`config.mk`:
```
export PLATFORM = sky130hd
export DESIGN_NAME = ps2_line_buffer
export DESIGN_NICKNAME = d
export VERILOG_FILES = /design/src/rtl/ps2_line_buffer.sv
export SDC_FILE = /design/constraint.sdc
export NUM_CORES = 1
export LEC_CHECK = 0
export CAP_MARGIN = 20
export CORE_ASPECT_RATIO = 0.5
export CORE_MARGIN = 2
export CORE_UTILIZATION = 45
export CTS_CLUSTER_DIAMETER = 200
export DETAILED_ROUTE_END_ITERATION = 16
export PLACE_DENSITY = 0.7
export SYNTH_ARGS = -nofsm -noshare
export SYNTH_HDL_FRONTEND = slang
export SYNTH_SLANG_ARGS = --single-unit
```
`constraint.sdc`:
```
create_clock -name clock -period 3.4 [get_ports clock]
set_input_delay 0.68 -clock clock [delete_from_list [all_inputs] [get_ports clock]]
set_output_delay 0.68 -clock clock [all_outputs]
set_load 0.01 [all_outputs]
```
`src/rtl/ps2_line_buffer.sv`:
```
// PS/2 set-2 scan-code to ASCII line editor: filters break/extended codes,
// collects printable keys into a line and presents it on enter via valid/ready.
module ps2_line_buffer #(
    parameter int DEPTH = 4,
    localparam int LEN_W = $clog2(DEPTH + 1)
) (
    input  logic                 clock,
    input  logic                 reset,
    input  logic                 key_pressed,
    input  logic [7:0]           key_data,
    input  logic                 line_ready,
    output logic                 line_valid,
    output logic [8*DEPTH-1:0]   line_data,
    output logic [LEN_W-1:0]     line_len,
    output logic                 echo_valid,
    output logic [7:0]           echo_char,
    output logic                 overflow
);

    typedef enum logic [1:0] {D_IDLE, D_BRK, D_EXT, D_EXT_BRK} decState_t;
    typedef enum logic {L_EDIT, L_HOLD} lineState_t;

    localparam logic [7:0] CODE_BRK   = 8'hF0;
    localparam logic [7:0] CODE_EXT   = 8'hE0;
    localparam logic [7:0] CODE_BKSP  = 8'h66;
    localparam logic [7:0] CODE_ENTER = 8'h5A;

    decState_t          decState_q, decState_d;
    lineState_t         lineState_q, lineState_d;
    logic [8*DEPTH-1:0] data_q, data_d;
    logic [LEN_W-1:0]   len_q, len_d;
    logic               echoValid_q, echoValid_d;
    logic [7:0]         echoChar_q, echoChar_d;
    logic               overflow_q, overflow_d;
    logic               isMake;
    logic [7:0]         makeChar;

    // Returns the ASCII for a printable make code, 0x00 for anything else.
    function automatic logic [7:0] mapChar(input logic [7:0] code);
        case (code)
            8'h1C: mapChar = 8'h41;  8'h32: mapChar = 8'h42;  8'h21: mapChar = 8'h43;
            8'h23: mapChar = 8'h44;  8'h24: mapChar = 8'h45;  8'h2B: mapChar = 8'h46;
            8'h34: mapChar = 8'h47;  8'h33: mapChar = 8'h48;  8'h43: mapChar = 8'h49;
            8'h3B: mapChar = 8'h4A;  8'h42: mapChar = 8'h4B;  8'h4B: mapChar = 8'h4C;
            8'h3A: mapChar = 8'h4D;  8'h31: mapChar = 8'h4E;  8'h44: mapChar = 8'h4F;
            8'h4D: mapChar = 8'h50;  8'h15: mapChar = 8'h51;  8'h2D: mapChar = 8'h52;
            8'h1B: mapChar = 8'h53;  8'h2C: mapChar = 8'h54;  8'h3C: mapChar = 8'h55;
            8'h2A: mapChar = 8'h56;  8'h1D: mapChar = 8'h57;  8'h22: mapChar = 8'h58;
            8'h35: mapChar = 8'h59;  8'h1A: mapChar = 8'h5A;
            8'h45: mapChar = 8'h30;  8'h16: mapChar = 8'h31;  8'h1E: mapChar = 8'h32;
            8'h26: mapChar = 8'h33;  8'h25: mapChar = 8'h34;  8'h2E: mapChar = 8'h35;
            8'h36: mapChar = 8'h36;  8'h3D: mapChar = 8'h37;  8'h3E: mapChar = 8'h38;
            8'h46: mapChar = 8'h39;  8'h29: mapChar = 8'h20;
            default: mapChar = 8'h00;
        endcase
    endfunction

    always_comb begin
        decState_d = decState_q;
        isMake     = 1'b0;
        if (key_pressed) begin
            case (decState_q)
                D_IDLE: begin
                    if (key_data == CODE_BRK)      decState_d = D_BRK;
                    else if (key_data == CODE_EXT) decState_d = D_EXT;
                    else                           isMake     = 1'b1;
                end
                D_EXT:   decState_d = (key_data == CODE_BRK) ? D_EXT_BRK : D_IDLE;
                default: decState_d = D_IDLE;
            endcase
        end
    end

    assign makeChar = mapChar(key_data);

    // A line in L_HOLD is frozen; make codes arriving then are simply dropped.
    always_comb begin
        lineState_d = lineState_q;
        data_d      = data_q;
        len_d       = len_q;
        echoValid_d = 1'b0;
        echoChar_d  = echoChar_q;
        overflow_d  = overflow_q;
        case (lineState_q)
            L_EDIT: begin
                if (isMake) begin
                    if (makeChar != 8'h00) begin
                        if (len_q < LEN_W'(DEPTH)) begin
                            data_d      = data_q << 8;
                            data_d[7:0] = makeChar;
                            len_d       = len_q + LEN_W'(1);
                            echoValid_d = 1'b1;
                            echoChar_d  = makeChar;
                        end else begin
                            overflow_d = 1'b1;
                        end
                    end else if (key_data == CODE_BKSP && len_q != '0) begin
                        data_d = data_q >> 8;
                        len_d  = len_q - LEN_W'(1);
                    end else if (key_data == CODE_ENTER && len_q != '0) begin
                        lineState_d = L_HOLD;
                    end
                end
            end
            default: begin
                if (line_ready) begin
                    lineState_d = L_EDIT;
                    data_d      = '0;
                    len_d       = '0;
                    overflow_d  = 1'b0;
                end
            end
        endcase
    end

    always_ff @(posedge clock or posedge reset) begin
        if (reset) begin
            decState_q  <= D_IDLE;
            lineState_q <= L_EDIT;
            data_q      <= '0;
            len_q       <= '0;
            echoValid_q <= 1'b0;
            echoChar_q  <= 8'h00;
            overflow_q  <= 1'b0;
        end else begin
            decState_q  <= decState_d;
            lineState_q <= lineState_d;
            data_q      <= data_d;
            len_q       <= len_d;
            echoValid_q <= echoValid_d;
            echoChar_q  <= echoChar_d;
            overflow_q  <= overflow_d;
        end
    end

    assign line_valid = (lineState_q == L_HOLD);
    assign line_data  = data_q;
    assign line_len   = len_q;
    assign echo_valid = echoValid_q;
    assign echo_char  = echoChar_q;
    assign overflow   = overflow_q;

endmodule

```
==> results.yml <==
synth:
  synth.top_cell.area_share_pct: 36.88
  yosysMostFrequentCell: "dfrtp_1"
  ys_top_cells_by_count: "dfrtp_1, nand2_1, nand3_1"
  yosys.area.top_type: "dfrtp_1"
  ys_ff_latch: 47
  async_flop_share_pct: 100.0
  syn_area_um2: 3189
  syn_area_per_cell_um2: 9.436
  yosys_warnings: 0
  yosys-top-cells-area: "dfrtp_1, mux2i_1, nand2b_1"
  synthDistinctLibCells: 66
  synthFlopType: "dfrtp_1"
  yosysSeqAreaShare_pct: 36.88
  syn_nets: 359
  synth_cells: 338
  synth_edf_count: 0
route:
  viasPerCell: 5.790
  ant_nets: 0
  route.detailed.drc: 0
  firstDrtPassIters: 5
  vias: 3138
  wire_per_inst_um: 17.75
  first_iter_violations: 240
  wirelength_um: 9623
clock_tree:
  clk_pin_slew_ps: 60
  hold_buffers: 0
  clock_latency_ps: 290
  clockBufferDepth: 2
  cts_tree: "built"
  root_buffer: "clkbuf_16"
  cts_buffers: 5
  clkSinkCount: 47
  cts_max_level: 2
setup_path:
  required_ps: 3560
  r2r_setup_slack_ps: 850
  rr_endpoint: "line_data[8]$_DFFE_PP0P_"
  cp.arrival_ps: 3420
  cp_max_fo: 14
  endpoint_kind: "register"
  reg2regPathDepth: 9
  worstSetupPathType: "in2reg"
  worstReg2RegStart: "line_len[0]$_DFFE_PP0P_"
  cp-start-kind: "input pin"
sta:
  fin_crit_sh_pct: 95.82
  max_freq_mhz: 306.9
  rsz0062_at_grt: "no"
  setup_ws_ps: 142.1
  slew_violations: 0
  clock-skew-final_ps: 9.397
  period_needed_ps: 3258
  setup_viol: 0
  hold_violations: 0
min_path:
  worstHoldStart: "echo_char[5]$_DFFE_PP0P_"
  min_path_type: "reg2reg"
  min_to: "echo_char[5]$_DFFE_PP0P_"
  hold_depth: 2
grt:
  antenna_found_initial: 0
  grt_pass1_vias: 3100
  grt_pass1_wl_um: 15730
  grt.overflow.total: 0
  grtUsageTotal_pct: 25.50
  grt_max_degree: 48
floorplanning:
  chipWidth_um: 123.1
  initial_utilization_pct: 47.05
  pin_count: 58
  fp-row-count: 21
  chipHeight_um: 63.53
  coreArea_um2: 6779
  die_area_um2: 7818
flow_run:
  cap_violations: 0
placement:
  dp_hpwl_um: 7146
  globalplace.congestion: 0.9181
  io_buffers: 56
  placed_area_um2: 4284
  post-place-ws_ps: -583.6
pwr:
  ir_drop_uv: 270.8
  cellPowerDensity_nw_per_um2: 338.1
  leakage_uw: 0.002049
finish:
  postLayoutCoreUtil_pct: 67.68
  drive_above_1_share_pct: 30.00
  antenna_cells: 0
  fin_area_um2: 4588
  syn2layout_area_growth_pct: 43.86
  finish.net_count: 471
run_status:
  status: "finished clean"
## cell usage in the layout, fill, tap and decap left out, drive strengths merged, types with 3 or more instances in the layout
master         instances
a211o                  3
a211oi                 3
a21boi                 3
a21oi                 16
a22o                   8
a31oi                  3
and3                   4
buf                   75
clkbuf                 7
clkdlybuf4s50         52
dfrtp                 47
ha                     8
inv                   14
mux2i                 19
nand2                 27
nand2b                17
nand3                 27
nor2                  13
nor2b                  4
nor3                   5
o21ai                 36
o221ai                 3
o22ai                  7
o311ai                 3
o31ai                  6
o32a                   4
## power by group
group,switching (uW),internal (uW),leakage [uW]
Combinational,220,224,0.00134
Clock,202,291,0.0000733
Sequential,29.1,585,0.000640
Total,451,1100,0.00205
## registers in the layout (all words and copies together) (netlist names)
| register | count |
|---|---|
| overflow | 1 |
| echo_char | 7 |
| echo_valid | 1 |
| line_data | 32 |
| line_valid | 1 |
| line_len | 3 |
| decState_q | 2 |
## worst max-delay path, cell delays in order
cell and delay, ps:
clkdlybuf4s50_1 450, buf_6 170, nand2b_1 150, a31oi_2 220, a211oi_2 90, o32a_1 420, nor4_4 340, nand2_2 150
ha_4 290, xnor2_1 120, o21ai_2 80, mux2i_1 170, a22oi_2 70
## stage by stage
| stage | std cells | power (uW) | hold slack [ps] | TNS, ps |
|---|---|---|---|---|
| 6_report | 542 | 1551 | 486.0 | 0 |
| 5_1_grt | 542 | 1619 | 524.4 | 0 |
| 4_1_cts | 540 | 1544 | 488.3 | 0 |
| 3_5_place_dp | 528 | 1036 | 474.5 | -16940 |
| 3_3_place_gp | 528 | 1030 | 468.2 | -14550 |
| 2_1_floorplan | 338 | 859.9 | 474.5 | 0 |
## cells by family after synthesis
family	Yosys count	synth area share (%)
xor gates and xnor gates	1	0.2747
AOI/OAI and AO/OA	110	25.62
adders and majority gates	9	3.766
buffers and inverters	41	7.885
other	1	0.1176
and+or+nand+nor	108	18.79
muxes	21	6.669
DFF	47	36.88
## area by class of cell
cell class,count,area (um2)
Inverter,14,57.56
Sequential cell,47,1176
Tap cell,92,115.1
Clock buffer,6,138.9
Timing Repair Buffer,132,1229
Multi-Input combinational cell,250,1863
Clock inverter,1,8.758
Fill cell,570,2191
## worst max-delay path by stage
| stage | from | to | cells after the start | slack [ps] |
|---|---|---|---|---|
| after floorplan | key_data[1] | line_len[2]$_DFFE_PP0P_ | 15 | 10 |
| after global placement | key_data[1] | line_len[2]$_DFFE_PP0P_ | 14 | -480 |
| after detailed placement | key_data[0] | line_len[2]$_DFFE_PP0P_ | 14 | -580 |
| after CTS | key_data[2] | line_len[2]$_DFFE_PP0P_ | 14 | 6 |
| after global routing | key_data[5] | line_len[2]$_DFFE_PP0P_ | 13 | 20 |
| final | key_data[5] | line_len[2]$_DFFE_PP0P_ | 13 | 140 |
## layer usage
layer,part of all wire [%],vias up,global-route usage (%)
met4,1.1,0,6.250
met1,46,1563,34.94
met5,0,-,0
li1,-,1463,-
met2,48,98,42.40
met3,4.5,14,3.895
## timing repair
item / CTS / global route
resized for setup: 10 / 14
pin swaps: 10 / 2
cloned: 1 / 0
setup buffers: 4 / 1
endpoints found under the setup margin: 43 / 43
(Power assumes the default switching activity.)
==> RTL change, RTL diff (same flow settings) <==
Register the inputs `key_pressed` and `key_data` before use, cleared by the reset. The logic sees them one clock later. The other inputs are not delayed to match.
--- a/src/rtl/ps2_line_buffer.sv
+++ b/src/rtl/ps2_line_buffer.sv
@@ -24,6 +24,19 @@
     localparam logic [7:0] CODE_EXT   = 8'hE0;
     localparam logic [7:0] CODE_BKSP  = 8'h66;
     localparam logic [7:0] CODE_ENTER = 8'h5A;
+
+    logic key_pressed_q;
+    logic [7:0] key_data_q;
+
+    always_ff @(posedge clock or posedge reset) begin
+        if (reset) begin
+            key_pressed_q <= '0;
+            key_data_q    <= '0;
+        end else begin
+            key_pressed_q <= key_pressed;
+            key_data_q    <= key_data;
+        end
+    end
 
     decState_t          decState_q, decState_d;
     lineState_t         lineState_q, lineState_d;
@@ -58,20 +71,20 @@
     always_comb begin
         decState_d = decState_q;
         isMake     = 1'b0;
-        if (key_pressed) begin
+        if (key_pressed_q) begin
             case (decState_q)
                 D_IDLE: begin
-                    if (key_data == CODE_BRK)      decState_d = D_BRK;
-                    else if (key_data == CODE_EXT) decState_d = D_EXT;
+                    if (key_data_q == CODE_BRK)      decState_d = D_BRK;
+                    else if (key_data_q == CODE_EXT) decState_d = D_EXT;
                     else                           isMake     = 1'b1;
                 end
-                D_EXT:   decState_d = (key_data == CODE_BRK) ? D_EXT_BRK : D_IDLE;
+                D_EXT:   decState_d = (key_data_q == CODE_BRK) ? D_EXT_BRK : D_IDLE;
                 default: decState_d = D_IDLE;
             endcase
         end
     end
 
-    assign makeChar = mapChar(key_data);
+    assign makeChar = mapChar(key_data_q);
 
     // A line in L_HOLD is frozen; make codes arriving then are simply dropped.
     always_comb begin
@@ -94,10 +107,10 @@
                         end else begin
                             overflow_d = 1'b1;
                         end
-                    end else if (key_data == CODE_BKSP && len_q != '0) begin
+                    end else if (key_data_q == CODE_BKSP && len_q != '0) begin
                         data_d = data_q >> 8;
                         len_d  = len_q - LEN_W'(1);
-                    end else if (key_data == CODE_ENTER && len_q != '0) begin
+                    end else if (key_data_q == CODE_ENTER && len_q != '0) begin
                         lineState_d = L_HOLD;
                     end
                 end
Behaviour: not the same (a bounded check fails within 4 cycles, from zero or initial values and one cycle with reset high).
==> RTL change against the unedited design <==
Global-route usage decreased by 1.1 points. Worst hold slack better by 0.0012 ns. Sequential cell count grew 9. Wire length fell by 0.21%. Worst setup slack better by 0.081 ns. Synthesized area rose by 6.4%. Design area shrank 6.7%.
Power is not compared: it rests on default switching activity, and its combinational part moved more than twofold at a synthesized area within 25%.
==> RTL change: results (changes against the unedited design) <==
Outcome
The run finished with clean final reports.

Placed design
The worst setup slack before clock tree synthesis is 0.0618 ns (+0.645 ns). The global placer's final weighted congestion was 0.960 (+4.6%). The HPWL after detailed placement was 6.97 mm (-2.5%). The count of placed standard cells including taps is 502 (-4.9%).

The placed cell area was 4110 um2 (-4.0%).

Synth
The total nets after synthesis is 370 (+3.1%). After synthesis, the most frequently instantiated cells are sky130_fd_sc_hd__dfrtp_1 (56), sky130_fd_sc_hd__nand2_1 (53), sky130_fd_sc_hd__mux2_2 (18), sky130_fd_sc_hd__o21ai_0 (18). After synthesis, the cell types taking the most area are sky130_fd_sc_hd__dfrtp_1 (41%), sky130_fd_sc_hd__mux2_2 (6.0%), sky130_fd_sc_hd__nand2_1 (5.9%).

The portion of the post-synthesis area used by sequential elements is 0.413 (+0.0441). The average cell area after synthesis is 9.73 um2 (+3.1%). The number of unique standard cell types used by synthesis is 66 (unchanged). The fraction of registers with async set/reset was 1.00 (unchanged).

Global route
The initial antenna violation count is 0 (unchanged). The overall fraction of global-route tracks in use was 0.244 (-0.0107). The met1 track demand over resource is 0.354 (+0.00501).

The wire length of the first global-routing pass is 15.9 mm (+1.2%). The largest net degree at the start of global routing is 57 (+19%). The via count of the first global-routing pass came to 3043 (-1.8%). The met3 usage is 0.0350 (-0.00393).

The met2 capacity usage during global routing is 0.378 (-0.0463).

Setup path
The launching element type of the critical path is a register. The maximum fanout along the worst path is 7 (-7). The arrival time at the worst endpoint is 3.36 ns (-0.06 ns).

The cell count of the worst reg-to-reg path is 11 (+2). The worst-path cell with the longest stage delay is sky130_fd_sc_hd__dfrtp_1. The endpoint identified for the worst register-to-register timing path is echo_char[3]. The largest delay contributor family on the critical path is simple AND/OR/NAND/NOR gates. In this run the critical register-to-register path is launched from key_data_q[1].

Route
The overall routed net length came to 9.60 mm (-0.21%). The via total after detailed routing is 3015 (-3.9%). The routed length per instance was 18.8 um (+5.6%). The violation count after the first detailed-routing iteration was 271 (+13%). The first-pass iteration count of the detailed router is 4 (-1).

STA
The final clock skew is 0.0101 ns (+0.000704 ns). The smallest setup slack after layout was 0.223 ns (+0.0805 ns).

Clock network
Clock tree synthesis selected as its root buffer the cell sky130_fd_sc_hd__clkbuf_16. The number of cells upsized or downsized after cts is 0 (-10). The buffer count from post-CTS setup fixing is 0 (-4).

Hold path
The origin of the worst min-delay path is echo_char[1]. The path class of the tightest hold or removal check is register to register.

Final layout
The number of nets in the finished design is 436 (-7.4%). The fraction of layout instances using a drive strength above 1 is 0.175 (-0.125).

Pwr
The sequential share of power is 0.408.
[RTL change: cell count changes after synthesis, moves of 5 or more]
| cell | change |
|---|---|
| sky130_fd_sc_hd__nand3b_1 | +6 |
| sky130_fd_sc_hd__nand2_1 | +28 |
| sky130_fd_sc_hd__nand2b_1 | -11 |
| sky130_fd_sc_hd__nand3_1 | -17 |
| sky130_fd_sc_hd__mux2i_1 | -10 |
| sky130_fd_sc_hd__mux2_2 | +16 |
| sky130_fd_sc_hd__dfrtp_1 | +9 |
| sky130_fd_sc_hd__o31ai_1 | -5 |
| sky130_fd_sc_hd__nand3_2 | -7 |
| sky130_fd_sc_hd__o21ai_2 | -8 |
| sky130_fd_sc_hd__buf_4 | -5 |
[RTL change: worst min-delay path by stage]
stage               endpoint  slack, ns
2_1_floorplan  decState_q[0]       0.46
3_3_place_gp    echo_char[0]       0.47
3_5_place_dp    echo_char[1]       0.47
4_1_cts         echo_char[1]       0.49
5_1_grt         echo_char[4]       0.52
6_report        echo_char[1]       0.49
[RTL change: cells by family (layout without fill, tap and decap cells)]
family	count (synthesis)	count (layout)	share of synthesized area
AOI/OAI and AO/OA	106	106	0.231
xor gates and xnor gates	2	2	0.00516
adders and majority gates	9	9	0.0354
buffers and inverters	38	105	0.0604
DFF	56	56	0.413
muxes	28	28	0.0929
other	1	1	0.00110
and+or+nand+nor	109	109	0.161
[RTL change: per-layer routing]
metal	vias up	routed length (um)
met4	0	201
met3	18	498
met5	-	0
met1	1486	4550
met2	112	4360
li1	1399	-
[RTL change: final cells by class]
type	instances	area (um2)
Timing Repair Buffer	84	771
Tap cell	96	120
Clock inverter	3	21.3
Inverter	13	48.8
Fill cell	629	3040
Clock buffer	5	125
Multi-Input combinational cell	255	1790
Sequential cell	56	1400
